==> config.mk <==
export PLATFORM = sky130hd
export DESIGN_NAME = apb_cmd_master
export DESIGN_NICKNAME = d
export VERILOG_FILES = /design/src/rtl/apb_cmd_master.sv
export SDC_FILE = /design/constraint.sdc
export NUM_CORES = 1
export LEC_CHECK = 0
export BUFFER_PORTS_ARGS = -buffer_cell sky130_fd_sc_hd__buf_4
export CORE_AREA = 2 2 130 132
export DETAILED_ROUTE_END_ITERATION = 12
export DIE_AREA = 0 0 132 134
export HOLD_SLACK_MARGIN = 0.12
export PLACE_DENSITY = 0.7
export SYNTH_ARGS = -nofsm -noshare
export SYNTH_HDL_FRONTEND = slang
export SYNTH_SLANG_ARGS = --single-unit
==> constraint.sdc <==
create_clock -name PCLK -period 3.8 [get_ports PCLK]
set_input_delay 0.19 -clock PCLK [delete_from_list [all_inputs] [get_ports PCLK]]
set_output_delay 0.19 -clock PCLK [all_outputs]
set_load 0.01 [all_outputs]
==> src/rtl/apb_cmd_master.sv <==
// Single-outstanding APB requester: one command in, one APB SETUP/ACCESS transfer out,
// one response back. Slave chosen by an address bit field; a watchdog aborts stalled ACCESS.
module apb_cmd_master #(
    parameter int ADDR_WIDTH     = 32,
    parameter int DATA_WIDTH     = 32,
    parameter int NUM_SLAVES     = 4,
    parameter int SEL_LSB        = 16,
    parameter int TIMEOUT_CYCLES = 16
) (
    input  logic                             PCLK,
    input  logic                             PRESET,
    input  logic                             cmd_valid,
    output logic                             cmd_ready,
    input  logic                             cmd_write,
    input  logic [ADDR_WIDTH-1:0]            cmd_addr,
    input  logic [DATA_WIDTH-1:0]            cmd_wdata,
    output logic                             rsp_valid,
    input  logic                             rsp_ready,
    output logic [DATA_WIDTH-1:0]            rsp_rdata,
    output logic                             rsp_err,
    output logic                             rsp_timeout,
    output logic [ADDR_WIDTH-1:0]            PADDR,
    output logic [NUM_SLAVES-1:0]            PSEL,
    output logic                             PENABLE,
    output logic                             PWRITE,
    output logic [DATA_WIDTH-1:0]            PWDATA,
    input  logic [NUM_SLAVES*DATA_WIDTH-1:0] PRDATA,
    input  logic [NUM_SLAVES-1:0]            PREADY,
    input  logic [NUM_SLAVES-1:0]            PSLVERR
);
    localparam int IDX_W = (NUM_SLAVES > 1) ? $clog2(NUM_SLAVES) : 1;
    localparam int WD_W  = $clog2(TIMEOUT_CYCLES + 1);
    localparam logic [IDX_W:0]   NS_LIM   = (IDX_W + 1)'(NUM_SLAVES);
    localparam logic [WD_W-1:0]  WD_LIMIT = WD_W'(TIMEOUT_CYCLES);

    typedef enum logic [1:0] {IDLE, SETUP, ACCESS, RESP} state_t;

    state_t                  state_q, state_d;
    logic [ADDR_WIDTH-1:0]   paddr_q, paddr_d;
    logic                    pwrite_q, pwrite_d;
    logic [DATA_WIDTH-1:0]   pwdata_q, pwdata_d;
    logic [NUM_SLAVES-1:0]   psel_q, psel_d;
    logic                    penable_q, penable_d;
    logic [IDX_W-1:0]        idx_q, idx_d;
    logic                    rsp_valid_q, rsp_valid_d;
    logic [DATA_WIDTH-1:0]   rsp_rdata_q, rsp_rdata_d;
    logic                    rsp_err_q, rsp_err_d;
    logic                    rsp_timeout_q, rsp_timeout_d;
    logic [WD_W-1:0]         wdog_q, wdog_d;

    logic [IDX_W-1:0]        cmd_idx;
    logic                    cmd_hit;
    logic                    sel_ready, sel_err;
    logic [DATA_WIDTH-1:0]   sel_rdata;
    logic [WD_W-1:0]         wdog_inc;

    assign cmd_ready = (state_q == IDLE) && !PRESET;
    assign cmd_idx   = cmd_addr[SEL_LSB +: IDX_W];
    assign cmd_hit   = ({1'b0, cmd_idx} < NS_LIM);
    assign wdog_inc  = wdog_q + WD_W'(1);

    // Only the latched target slave's ready/error/data are ever looked at.
    always_comb begin
        sel_ready = 1'b0;
        sel_err   = 1'b0;
        sel_rdata = '0;
        for (int i = 0; i < NUM_SLAVES; i++) begin
            if (idx_q == IDX_W'(i)) begin
                sel_ready = PREADY[i];
                sel_err   = PSLVERR[i];
                sel_rdata = PRDATA[i*DATA_WIDTH +: DATA_WIDTH];
            end
        end
    end

    always_comb begin
        state_d       = state_q;
        paddr_d       = paddr_q;
        pwrite_d      = pwrite_q;
        pwdata_d      = pwdata_q;
        psel_d        = psel_q;
        penable_d     = penable_q;
        idx_d         = idx_q;
        rsp_valid_d   = rsp_valid_q;
        rsp_rdata_d   = rsp_rdata_q;
        rsp_err_d     = rsp_err_q;
        rsp_timeout_d = rsp_timeout_q;
        wdog_d        = wdog_q;
        case (state_q)
            IDLE: begin
                if (cmd_valid && cmd_ready) begin
                    idx_d = cmd_idx;
                    if (cmd_hit) begin
                        paddr_d   = cmd_addr;
                        pwrite_d  = cmd_write;
                        pwdata_d  = cmd_wdata;
                        psel_d    = NUM_SLAVES'(1) << cmd_idx;
                        penable_d = 1'b0;
                        state_d   = SETUP;
                    end else begin
                        // Decode miss: answer with an error, never touch the bus.
                        rsp_valid_d   = 1'b1;
                        rsp_err_d     = 1'b1;
                        rsp_timeout_d = 1'b0;
                        rsp_rdata_d   = '0;
                        state_d       = RESP;
                    end
                end
            end
            SETUP: begin
                penable_d = 1'b1;
                state_d   = ACCESS;
            end
            ACCESS: begin
                if (sel_ready) begin
                    psel_d        = '0;
                    penable_d     = 1'b0;
                    rsp_valid_d   = 1'b1;
                    rsp_err_d     = sel_err;
                    rsp_timeout_d = 1'b0;
                    rsp_rdata_d   = (!pwrite_q && !sel_err) ? sel_rdata : '0;
                    state_d       = RESP;
                end else begin
                    wdog_d = wdog_inc;
                    if (wdog_inc == WD_LIMIT) begin
                        psel_d        = '0;
                        penable_d     = 1'b0;
                        rsp_valid_d   = 1'b1;
                        rsp_err_d     = 1'b1;
                        rsp_timeout_d = 1'b1;
                        rsp_rdata_d   = '0;
                        state_d       = RESP;
                    end
                end
            end
            RESP: begin
                if (rsp_ready) begin
                    rsp_valid_d = 1'b0;
                    wdog_d      = '0;
                    state_d     = IDLE;
                end
            end
            default: state_d = IDLE;
        endcase
    end

    always_ff @(posedge PCLK) begin
        if (PRESET) begin
            state_q       <= IDLE;
            paddr_q       <= '0;
            pwrite_q      <= 1'b0;
            pwdata_q      <= '0;
            psel_q        <= '0;
            penable_q     <= 1'b0;
            idx_q         <= '0;
            rsp_valid_q   <= 1'b0;
            rsp_rdata_q   <= '0;
            rsp_err_q     <= 1'b0;
            rsp_timeout_q <= 1'b0;
            wdog_q        <= '0;
        end else begin
            state_q       <= state_d;
            paddr_q       <= paddr_d;
            pwrite_q      <= pwrite_d;
            pwdata_q      <= pwdata_d;
            psel_q        <= psel_d;
            penable_q     <= penable_d;
            idx_q         <= idx_d;
            rsp_valid_q   <= rsp_valid_d;
            rsp_rdata_q   <= rsp_rdata_d;
            rsp_err_q     <= rsp_err_d;
            rsp_timeout_q <= rsp_timeout_d;
            wdog_q        <= wdog_d;
        end
    end

    assign PADDR       = paddr_q;
    assign PWRITE      = pwrite_q;
    assign PWDATA      = pwdata_q;
    assign PSEL        = psel_q;
    assign PENABLE     = penable_q;
    assign rsp_valid   = rsp_valid_q;
    assign rsp_rdata   = rsp_rdata_q;
    assign rsp_err     = rsp_err_q;
    assign rsp_timeout = rsp_timeout_q;

endmodule

==> results_dict.tcl, run 1 <==
set metrics [dict create \
    startpoint_type "flop" \
    grt_max_degree 60 \
    synth_common_cells "nand2_1, dfxtp_1, nand3_1" \
    crit_fanout 32 \
    synth-simple-area-share_pct 21.03 \
    hpwl_um 11960 \
    grt_setup_unrepaired "false" \
    switchingPower_mw 1.159 \
    whs_path_depth 2 \
    cts.sinks 112 \
    drive_above_1_share_pct 43.61 \
    syn2layout_area_growth_pct 70.26 \
    fin_cells 1073 \
    ys_types 35 \
    multi_input_area_sq_um 2396 \
    diodes 0 \
    netlist.area_leader.share_pct 46.46 \
    relSlewSlack_pct 20.28 \
    start_util_pct 29.63 \
    finalInstanceArea_sq_um 8217 \
    clock_latency_ps 350 \
    ys_seq_area_share_pct 46.46 \
    p_leak_nw 3.918 \
    holdPathEnd "PSEL[0]" \
    hold_start "PRESET" \
    power_mw 3.634 \
    gp_congestion 0.7933 \
    die-area_sq_um 17690 \
    yosys_most_used_dff "dfxtp_1" \
    die_w_um 132 \
    yosysMostFrequentCell "nand2_1" \
    setup-violations-final 0 \
    r2r_cells 5 \
    fill_cells 1456 \
    maxSlewViolCount 0 \
    htree_levels 3 \
    reg2reg_setup_slack_ps 1390 \
    drt-total-wl_um 17250 \
    required_ps 4080 \
    p_clk_share_pct 23.6 \
    synthXorXnorAreaFrac_pct 0 \
    grt_remaining_overflow 0 \
    syn_inst 494 \
    intPower_mw 2.475 \
    synthArstFlopShare_pct 0 \
    vias 5112 \
    final-seq-area_sq_um 2243 \
    critPathKind "flop to flop" \
    synth.area.top_cells "dfxtp_1, mux4_2, nand2_1, nand3_1, a22o_1" \
    grt.total_usage_pct 18.97 \
    drt_iter0_markers 240 \
    reg2reg_to "rsp_rdata[30]" \
    dpl-instance-area_sq_um 7310 \
    grt_pass1_wl_um 26720 \
    viasPerCell 4.764 \
    status "completed" \
    detail-route-antenna-nets 0 \
    grt_antenna_before_repair 0 \
    synth_compound_area_share_pct 10.42 \
    cp-end-kind "flop" \
    cts_tree "yes" \
    fin_hold_ws_ps 176.9 \
    p_sw_share_pct 31.88 \
    pin_count 311 \
    die_height_um 134 \
    powerDensity_nw_per_um2 442.2 \
    r2r_start "state_q[0]" \
    dpl.cell_count 993 \
    syn_area_sq_um 4826 \
    io_buffers 310 \
    synthAdderAreaFrac_pct 1.556 \
    period_minus_slack_ps 2405 \
    hold_viol_final 0 \
    hold_class "input pin to flop" \
    avgSynthCellArea_sq_um 9.769 \
    combPwrFrac_pct 36.0 \
    peakVddDrop_uv 214.6 \
    synth-edff-count 0 \
    wire_per_inst_um 16.08 \
    cts_max_path_buffers 2 \
    seqPwrFrac_pct 40.3 \
    grt_pass1_vias 5233 \
    root_buffer "clkbuf_16" \
    core_area_sq_um 16290 \
    synth_top_family_by_area "simple AND/OR/NAND/NOR gates" \
    finalSetupTns_ps 0 \
    path_clk_slew_ps 70 \
    synthMuxAreaShare_pct 16.49 \
    drc_errors 0 \
    syn_nets 705 \
    cts_buffers 9 \
    period_share_pct 63.29 \
    ys_ff_latch 112 \
    yosysWarnings 0 \
    worstMarginPinSlew_ps 1192 \
    synthDominantAreaCellType "dfxtp_1" \
    finClkSkew_ps 6.651 \
    critPathArrivalTime_ps 2690 \
    fmax_mhz 415.8 \
    maxCapViolCount 0 \
    nets 1060 \
    first_pass_iters 4 \
    rows 47 \
]
final cells by class:
cell class                      instances  share of cell area, %
Timing Repair Buffer                  381                  36.79
Sequential cell                       112                  27.30
Inverter                                6                 0.2741
Clock buffer                           12                  2.878
Multi-Input combinational cell        339                  29.16
Tap cell                              220                  3.350
Clock inverter                          3                 0.2436
cells in the final DEF, fill, tap and decap left out, drive strengths merged, types with 4 or more instances in the layout:
cell type / count
nand3: 69
clkbuf: 12
a21oi: 11
o21ai: 10
inv: 6
dlygate4sd3: 65
buf: 316
a22o: 32
ha: 6
nand2: 143
nor2: 4
nor2b: 4
mux4: 34
dfxtp: 112
flip-flops by register name, summed over array words and instances, names as in the netlist:
signal / cells
state_q: 2
rsp_valid: 1
PWDATA: 32
rsp_err: 1
wdog_q: 5
PENABLE: 1
PSEL: 4
PWRITE: 1
PADDR: 32
rsp_rdata: 32
rsp_timeout: 1
what timing repair did:
item	4_1_cts	5_1_grt
setup buffers	0	0
gates resized for setup	0	0
endpoints found under the hold margin	66	0
endpoints found under the setup margin	0	0
hold buffers	65	0
cell families (layout without fill, tap and decap cells):
family                     after synthesis  count (layout)
and+or+nand+nor                        231             231
AOI/OAI and AO/OA                       65              65
adders and majority gates                6               6
DFF                                    112             112
buffers and inverters                   43             402
muxes                                   37              37
through the flow:
stage               setup slack, ps  utilization (%)
floorplan                      1885                -
CTS                            1363            50.44
detailed placement             1386            44.87
finish                         1395            50.44
global placement               1469            44.87
global route                   1188            50.44
power by group through the flow:
stage | registers, mW | logic, mW | clock network [mW]
4_1_cts | 1.46 | 1.31 | 0.890
2_1_floorplan | 1.55 | 0.604 | 0
5_1_grt | 1.49 | 1.42 | 0.944
3_5_place_dp | 1.49 | 1.25 | 0
6_report | 1.47 | 1.31 | 0.859
3_3_place_gp | 1.48 | 1.24 | 0
layer usage:
metal,track usage (%),share of wire (%),wire length [um],vias up
li1,-,-,-,2464
met1,20.91,38,6604,2395
met2,34.69,52,8889,225
met3,5.329,7.9,1356,28
met4,7.126,2.3,401,0
met5,0,0,0,-
worst max-delay path: stages, from the launching register on:
cell,delay (ps)
dfxtp_1,330
inv_1,110
ha_1,470
nand3b_1,210
nor3_4,930
a22o_1,270
how the worst max path moves through the flow:
stage | endpoint | from
after floorplan | rsp_rdata[10] | PADDR[16]
after global placement | rsp_rdata[30] | state_q[0]
after detailed placement | rsp_rdata[30] | state_q[0]
after CTS | rsp_rdata[30] | state_q[0]
after global routing | rsp_rdata[30] | state_q[0]
final | rsp_rdata[30] | state_q[0]
Note: power is estimated with default switching activity, not from simulation.
==> run 2, diff against run 1 <==
--- a/config.mk
+++ b/config.mk
@@ -10,7 +10,7 @@
 export DETAILED_ROUTE_END_ITERATION = 12
 export DIE_AREA = 0 0 132 134
 export HOLD_SLACK_MARGIN = 0.12
-export PLACE_DENSITY = 0.7
+export PLACE_DENSITY = 0.72
 export SYNTH_ARGS = -nofsm -noshare
 export SYNTH_HDL_FRONTEND = slang
 export SYNTH_SLANG_ARGS = --single-unit
==> constraint.sdc (replaced) <==
create_clock -name PCLK -period 2.2 [get_ports PCLK]
set_input_delay 0.11 -clock PCLK [delete_from_list [all_inputs] [get_ports PCLK]]
set_output_delay 0.11 -clock PCLK [all_outputs]
set_load 0.01 [all_outputs]
==> results_dict.tcl, run 2 (synthesized netlist as in run 1, its figures left out) <==
set metrics [dict create \
    path_clk_slew_ps 80 \
    maxCapViolCount 0 \
    hold_start "PRDATA[77]" \
    holdPathEnd "rsp_rdata[13]" \
    clock_latency_ps 350 \
    grt_remaining_overflow 0 \
    startpoint_type "flop" \
    maxSlewViolCount 0 \
    viasPerCell 4.868 \
    drt_iter0_markers 219 \
    hold_class "input pin to flop" \
    crit_chain "mux4_2 > a21o_1 > a21oi_4 > buf_12 > a22o_1" \
    worst-path-buf-inv 1 \
    die-area_sq_um 17690 \
    whs_path_depth 3 \
    critPathArrivalTime_ps 2140 \
    post-cts-setup-buffer-count 0 \
    syn2layout_area_growth_pct 73.55 \
    die_height_um 134 \
    reg2reg_setup_slack_ps 350 \
    relSlewSlack_pct 69.72 \
    final_common_cell "buf_4" \
    peakVddDrop_uv 441.4 \
    worstMarginPinSlew_ps 454.1 \
    die_w_um 132 \
    crit_fanout 32 \
    period_minus_slack_ps 1855 \
    cts_buffers 9 \
    finalCoreUtilization_pct 51.42 \
    io_buffers 310 \
    grt_max_degree 66 \
    cts.sinks 112 \
    p_leak_nw 3.987 \
    rows 47 \
    grt_pass1_vias 5246 \
    r2r_cells 5 \
    finalSetupTns_ps 0 \
    grt_setup_unrepaired "false" \
    powerDensity_nw_per_um2 776.8 \
    fmax_mhz 539.1 \
    required_ps 2480 \
    reg2reg_to "rsp_rdata[29]" \
    drt-total-wl_um 17410 \
    core_area_sq_um 16290 \
    r2r_start "PADDR[16]" \
    wire_per_inst_um 16.13 \
    root_buffer "clkbuf_16" \
    status "completed" \
    mostFrequentLayoutCells "buf_4, nand2_1, dfxtp_1, nand3_1, dlygate4sd3_1" \
    finClkSkew_ps 11.98 \
    detail-route-antenna-nets 0 \
    fill_cells 1457 \
    htree_levels 3 \
    period_share_pct 84.32 \
    grt.total_usage_pct 18.84 \
    grt_antenna_before_repair 1 \
    critPathKind "flop to flop" \
    grt_pass1_wl_um 26570 \
    cts_tree "yes" \
    pin_count 311 \
    gp_congestion 0.7889 \
    start_util_pct 29.63 \
    vias 5253 \
    cp-end-kind "flop" \
    worst_path_largest_cell_delay_ps 580 \
    critPathSlowestCell "mux4_2" \
    hpwl_um 12130 \
    path_delay_family "compound AO/OA/AOI/OAI gates" \
    setup-violations-final 0 \
    cts_max_path_buffers 2 \
    first_pass_iters 4 \
    drive_above_1_share_pct 44.06 \
    drc_errors 0 \
    hold_viol_final 0 \
    nets 1065 \
]
==> run 2: cell count changes in the layout (fill, tap and decap cells not counted) <==
| cell | before | now |
|---|---|---|
| bufinv_16 | 0 | 1 |
| buf_4 | 316 | 313 |
| clkinv_4 | 0 | 1 |
| diode_2 | 0 | 1 |
| inv_8 | 0 | 1 |
| dlygate4sd3_1 | 65 | 67 |
| buf_12 | 0 | 6 |
| clkbuf_1 | 3 | 0 |
==> run 2: repair_timing <==
item / in CTS / in global routing
hold buffers: 67 / 0
resized for setup: 0 / 0
endpoints found under the setup margin: 0 / 0
endpoints found under the hold margin: 72 / 0
==> run 2: cell type report <==
cell class | instances | area, sq um | share of cell area, %
well taps | 220 | 275.3 | 3.287
clock buffers | 9 | 225.2 | 2.689
flip-flops and latches | 112 | 2243 | 26.79
diodes | 1 | 2.502 | 0.02988
multi-input cells | 339 | 2396 | 28.61
repair buffers | 386 | 3141 | 37.50
inverters | 6 | 22.52 | 0.2689
clock inverters | 6 | 70.07 | 0.8366
==> run 2: per-stage QoR <==
step	setup slack [ps]	hold slack (ps)	cell area, sq um	power [mW]	cells
6_report	345.0	196.3	8376	6.506	1079
5_1_grt	194.5	198.7	8376	6.865	1079
4_1_cts	335.0	179.5	8373	6.564	1078
3_5_place_dp	335.4	297.2	7407	4.788	996
3_3_place_gp	350.2	292.1	7407	4.765	996
2_1_floorplan	284.8	209.0	4826	3.727	494
==> run 2: worst max path at each step <==
| stage | start | endpoint | slack, ps | cells after the start |
|---|---|---|---|---|
| floorplan | PADDR[16] | rsp_rdata[10] | 280 | 4 |
| global placement | PADDR[16] | wdog_q[2] | 350 | 5 |
| detailed placement | PADDR[16] | wdog_q[2] | 340 | 5 |
| CTS | PADDR[16] | wdog_q[2] | 340 | 5 |
| global route | PADDR[16] | wdog_q[2] | 190 | 5 |
| finish | PADDR[16] | rsp_rdata[29] | 350 | 5 |
==> run 2: worst register-to-register path, cell delays in order, from the launching register on <==
cell,delay (ps)
dfxtp_2,390
mux4_2,580
a21o_1,240
a21oi_4,190
buf_12,200
a22o_1,190
==> run 2: power breakdown <==
part / switching [mW] / total, mW / leakage (nW) / internal (mW)
clock network: 0.767 / 1.65 / 0.139 / 0.886
logic: 1.09 / 2.32 / 2.93 / 1.22
registers: 0.191 / 2.54 / 0.915 / 2.34
total: 2.05 / 6.51 / 3.99 / 4.45
==> run 2: routing by layer <==
| layer | vias up | wire length [um] | GRT usage (%) |
|---|---|---|---|
| met2 | 247 | 9063 | 34.81 |
| met4 | 0 | 393 | 7.005 |
| met1 | 2504 | 6347 | 20.09 |
| li1 | 2472 | - | - |
| met5 | - | 0 | 0 |
| met3 | 30 | 1601 | 5.933 |
==> run 3, diff against run 2 <==
==> config.mk (replaced) <==
export PLATFORM = sky130hd
export DESIGN_NAME = apb_cmd_master
export DESIGN_NICKNAME = d
export VERILOG_FILES = /design/src/rtl/apb_cmd_master.sv
export SDC_FILE = /design/constraint.sdc
export NUM_CORES = 1
export LEC_CHECK = 0
export ABC_AREA = 1
export BUFFER_PORTS_ARGS = -buffer_cell sky130_fd_sc_hd__buf_4
export CORE_AREA = 2 2 135 137
export DETAILED_ROUTE_END_ITERATION = 12
export DIE_AREA = 0 0 137 139
export HOLD_SLACK_MARGIN = 0.12
export PLACE_DENSITY = 0.7
export SYNTH_ARGS = -nofsm -noshare
export SYNTH_HDL_FRONTEND = slang
export SYNTH_SLANG_ARGS = --single-unit
==> constraint.sdc (replaced) <==
create_clock -name PCLK -period 1.59 [get_ports PCLK]
set_input_delay 0.0795 -clock PCLK [delete_from_list [all_inputs] [get_ports PCLK]]
set_output_delay 0.0795 -clock PCLK [all_outputs]
set_load 0.01 [all_outputs]
==> results_dict.tcl, run 3 <==
set metrics [dict create \
    status "completed" \
    final-seq-area_sq_um 2252 \
    syn_inst 736 \
    finalSetupTns_ps 0 \
    grt_setup_unrepaired "true" \
    fmax_mhz 636.2 \
    netlist.area_leader.share_pct 43.30 \
    required_ps 1870 \
    detail-route-antenna-nets 0 \
    vias 6615 \
    grt_antenna_before_repair 0 \
    synthMuxAreaShare_pct 0 \
    final_common_cell "buf_4" \
    root_buffer "clkbuf_16" \
    maxCapViolCount 0 \
    synthAdderAreaFrac_pct 1.450 \
    setup_ws_ps 18.07 \
    synthXorXnorAreaFrac_pct 0 \
    dpl.cell_count 1281 \
    period_share_pct 98.86 \
    syn_nets 947 \
    relSlewSlack_pct 69.32 \
    dp_worst_setup_slack_ps -69.60 \
    nets 1359 \
    core_area_sq_um 17660 \
    hold_class "input pin to flop" \
    fin_cells 1381 \
    die-area_sq_um 19040 \
    drt-total-wl_um 21290 \
    critPathArrivalTime_ps 1850 \
    ys_types 32 \
    crit_chain "buf_8 > inv_2 > nor2_2 > nand2_2 > nand4_4 > nor2_4 > clkbuf_16 > nand3b_1 > a21oi_1" \
    synthDominantAreaCellType "dfxtp_1" \
    powerDensity_nw_per_um2 1113 \
    synth.area.top_cells "dfxtp_1, nand2_1, nand3_1, o21ai_0, a21oi_1" \
    start_util_pct 29.33 \
    yosysWarnings 0 \
    die_w_um 137 \
    hold_viol_final 0 \
    maxSlewViolCount 0 \
    first_pass_iters 5 \
    synth-simple-area-share_pct 36.07 \
    setup-violations-final 0 \
    grt_pass1_wl_um 31820 \
    synth_top_family_by_area "simple AND/OR/NAND/NOR gates" \
    grt_use_met2_pct 37.13 \
    cts_tree "yes" \
    busiest_layer "met2" \
    ys_ff_latch 112 \
    syn_area_sq_um 5179 \
    peakVddDrop_uv 654.7 \
    rows 49 \
    diodes 0 \
    crit_fanout 5 \
    hpwl_um 15020 \
    syn2layout_area_growth_pct 80.72 \
    p_leak_nw 4.503 \
    wire_per_inst_um 15.42 \
    die_height_um 139 \
    startpoint_type "flop" \
    yosys_most_used_dff "dfxtp_1" \
    path_clk_slew_ps 80 \
    period_minus_slack_ps 1572 \
    clock_latency_ps 350 \
    grt_max_degree 44 \
    grt_pass1_vias 6454 \
    synth-edff-count 0 \
    avgSynthCellArea_sq_um 7.036 \
    mostFrequentLayoutCells "buf_4, nand2_1, dfxtp_1, nand3_1, dlygate4sd3_1" \
    met1_usage_pct 23.51 \
    drc_errors 0 \
    grt.total_usage_pct 21.07 \
    critPathKind "flop to flop" \
    worstMarginPinSlew_ps 460.2 \
    cts.sinks 112 \
    multi_input_area_sq_um 2721 \
    fill_cells 1620 \
    cp-end-kind "flop" \
    met3_usage_pct 5.592 \
    worst_path_largest_cell_delay_ps 380 \
    grt_remaining_overflow 0 \
    pin_count 311 \
    synthArstFlopShare_pct 0 \
    htree_levels 3 \
    ys_seq_area_share_pct 43.30 \
    yosysMostFrequentCell "nand2_1" \
    finClkSkew_ps 10.96 \
    gp_congestion 0.8134 \
    viasPerCell 4.790 \
    drt_iter0_markers 346 \
    io_buffers 310 \
    cts_max_path_buffers 2 \
    drive_above_1_share_pct 38.80 \
    cts_buffers 9 \
    synth_compound_area_share_pct 12.27 \
    critPathSlowestCell "dfxtp_4" \
    synth_common_cells "nand2_1, dfxtp_1, nand3_1" \
]
## run 3: worst max-delay path: cells and delay by family, from the launching register on
| family | cells | cell delay [ps] |
|---|---|---|
| buf+inv | 3 | 410 |
| simple gates | 5 | 550 |
| flops | 1 | 380 |
| compound gates | 1 | 150 |
## run 3: metrics by stage
| step | hold slack, ps | utilization, % | area (sq um) | total power [mW] |
|---|---|---|---|---|
| global placement | 273.0 | 45.60 | 8051 | 7.732 |
| global route | 147.2 | 53.00 | 9359 | 11.08 |
| finish | 138.4 | 53.00 | 9359 | 10.41 |
| CTS | 122.2 | 51.45 | 9085 | 10.15 |
| detailed placement | 278.2 | 45.60 | 8051 | 7.776 |
| floorplan | 190.1 | - | 5184 | 5.705 |
## run 3: kinds of logic after synthesis
logic type	count (synthesis)
buffers and inverters	76
flip-flops	112
AND/OR/NAND/NOR	422
adder cells (fa/ha/maj)	6
AO/OA/AOI/OAI	120
## run 3: metal layers
metal	routed length (um)	part of all wire, %
met1	8102	38
met2	10440	49
met3	1995	9.4
met4	759	3.6
met5	0	0
## run 3: path summary, 6_finish.rpt
kind                     start             to  slack (ps)  depth (start not counted)
setup / recovery     PADDR[17]   rsp_rdata[5]          20                          9
hold / removal     PRDATA[111]  rsp_rdata[15]         140                          5
setup reg to reg     PADDR[17]   rsp_rdata[5]          20                          9
hold reg to reg   rsp_rdata[4]   rsp_rdata[4]         460                          2
## run 3: final cells by class
class,count,share of cell area [%]
well taps,229,3.061
clock buffers,9,2.406
flip-flops and latches,112,24.06
multi-input cells,549,29.08
repair buffers,448,39.56
clock inverters,6,0.5481
inverters,28,1.283
## run 3: repair_timing
item / 4_1_cts / 5_1_grt
setup buffers: 1 / 6
gates resized for setup: 5 / 49
pin swaps: 2 / 8
endpoints found under the hold margin: 80 / 0
gates cloned: 0 / 4
hold buffers: 74 / 0
endpoints found under the setup margin: 39 / 82
## run 3: power by group
group | internal (mW) | switching [mW] | total [mW]
sequential | 3.33 | 0.324 | 3.65
clock | 1.09 | 1.12 | 2.20
combinational | 2.26 | 2.31 | 4.56
total | 6.67 | 3.75 | 10.4
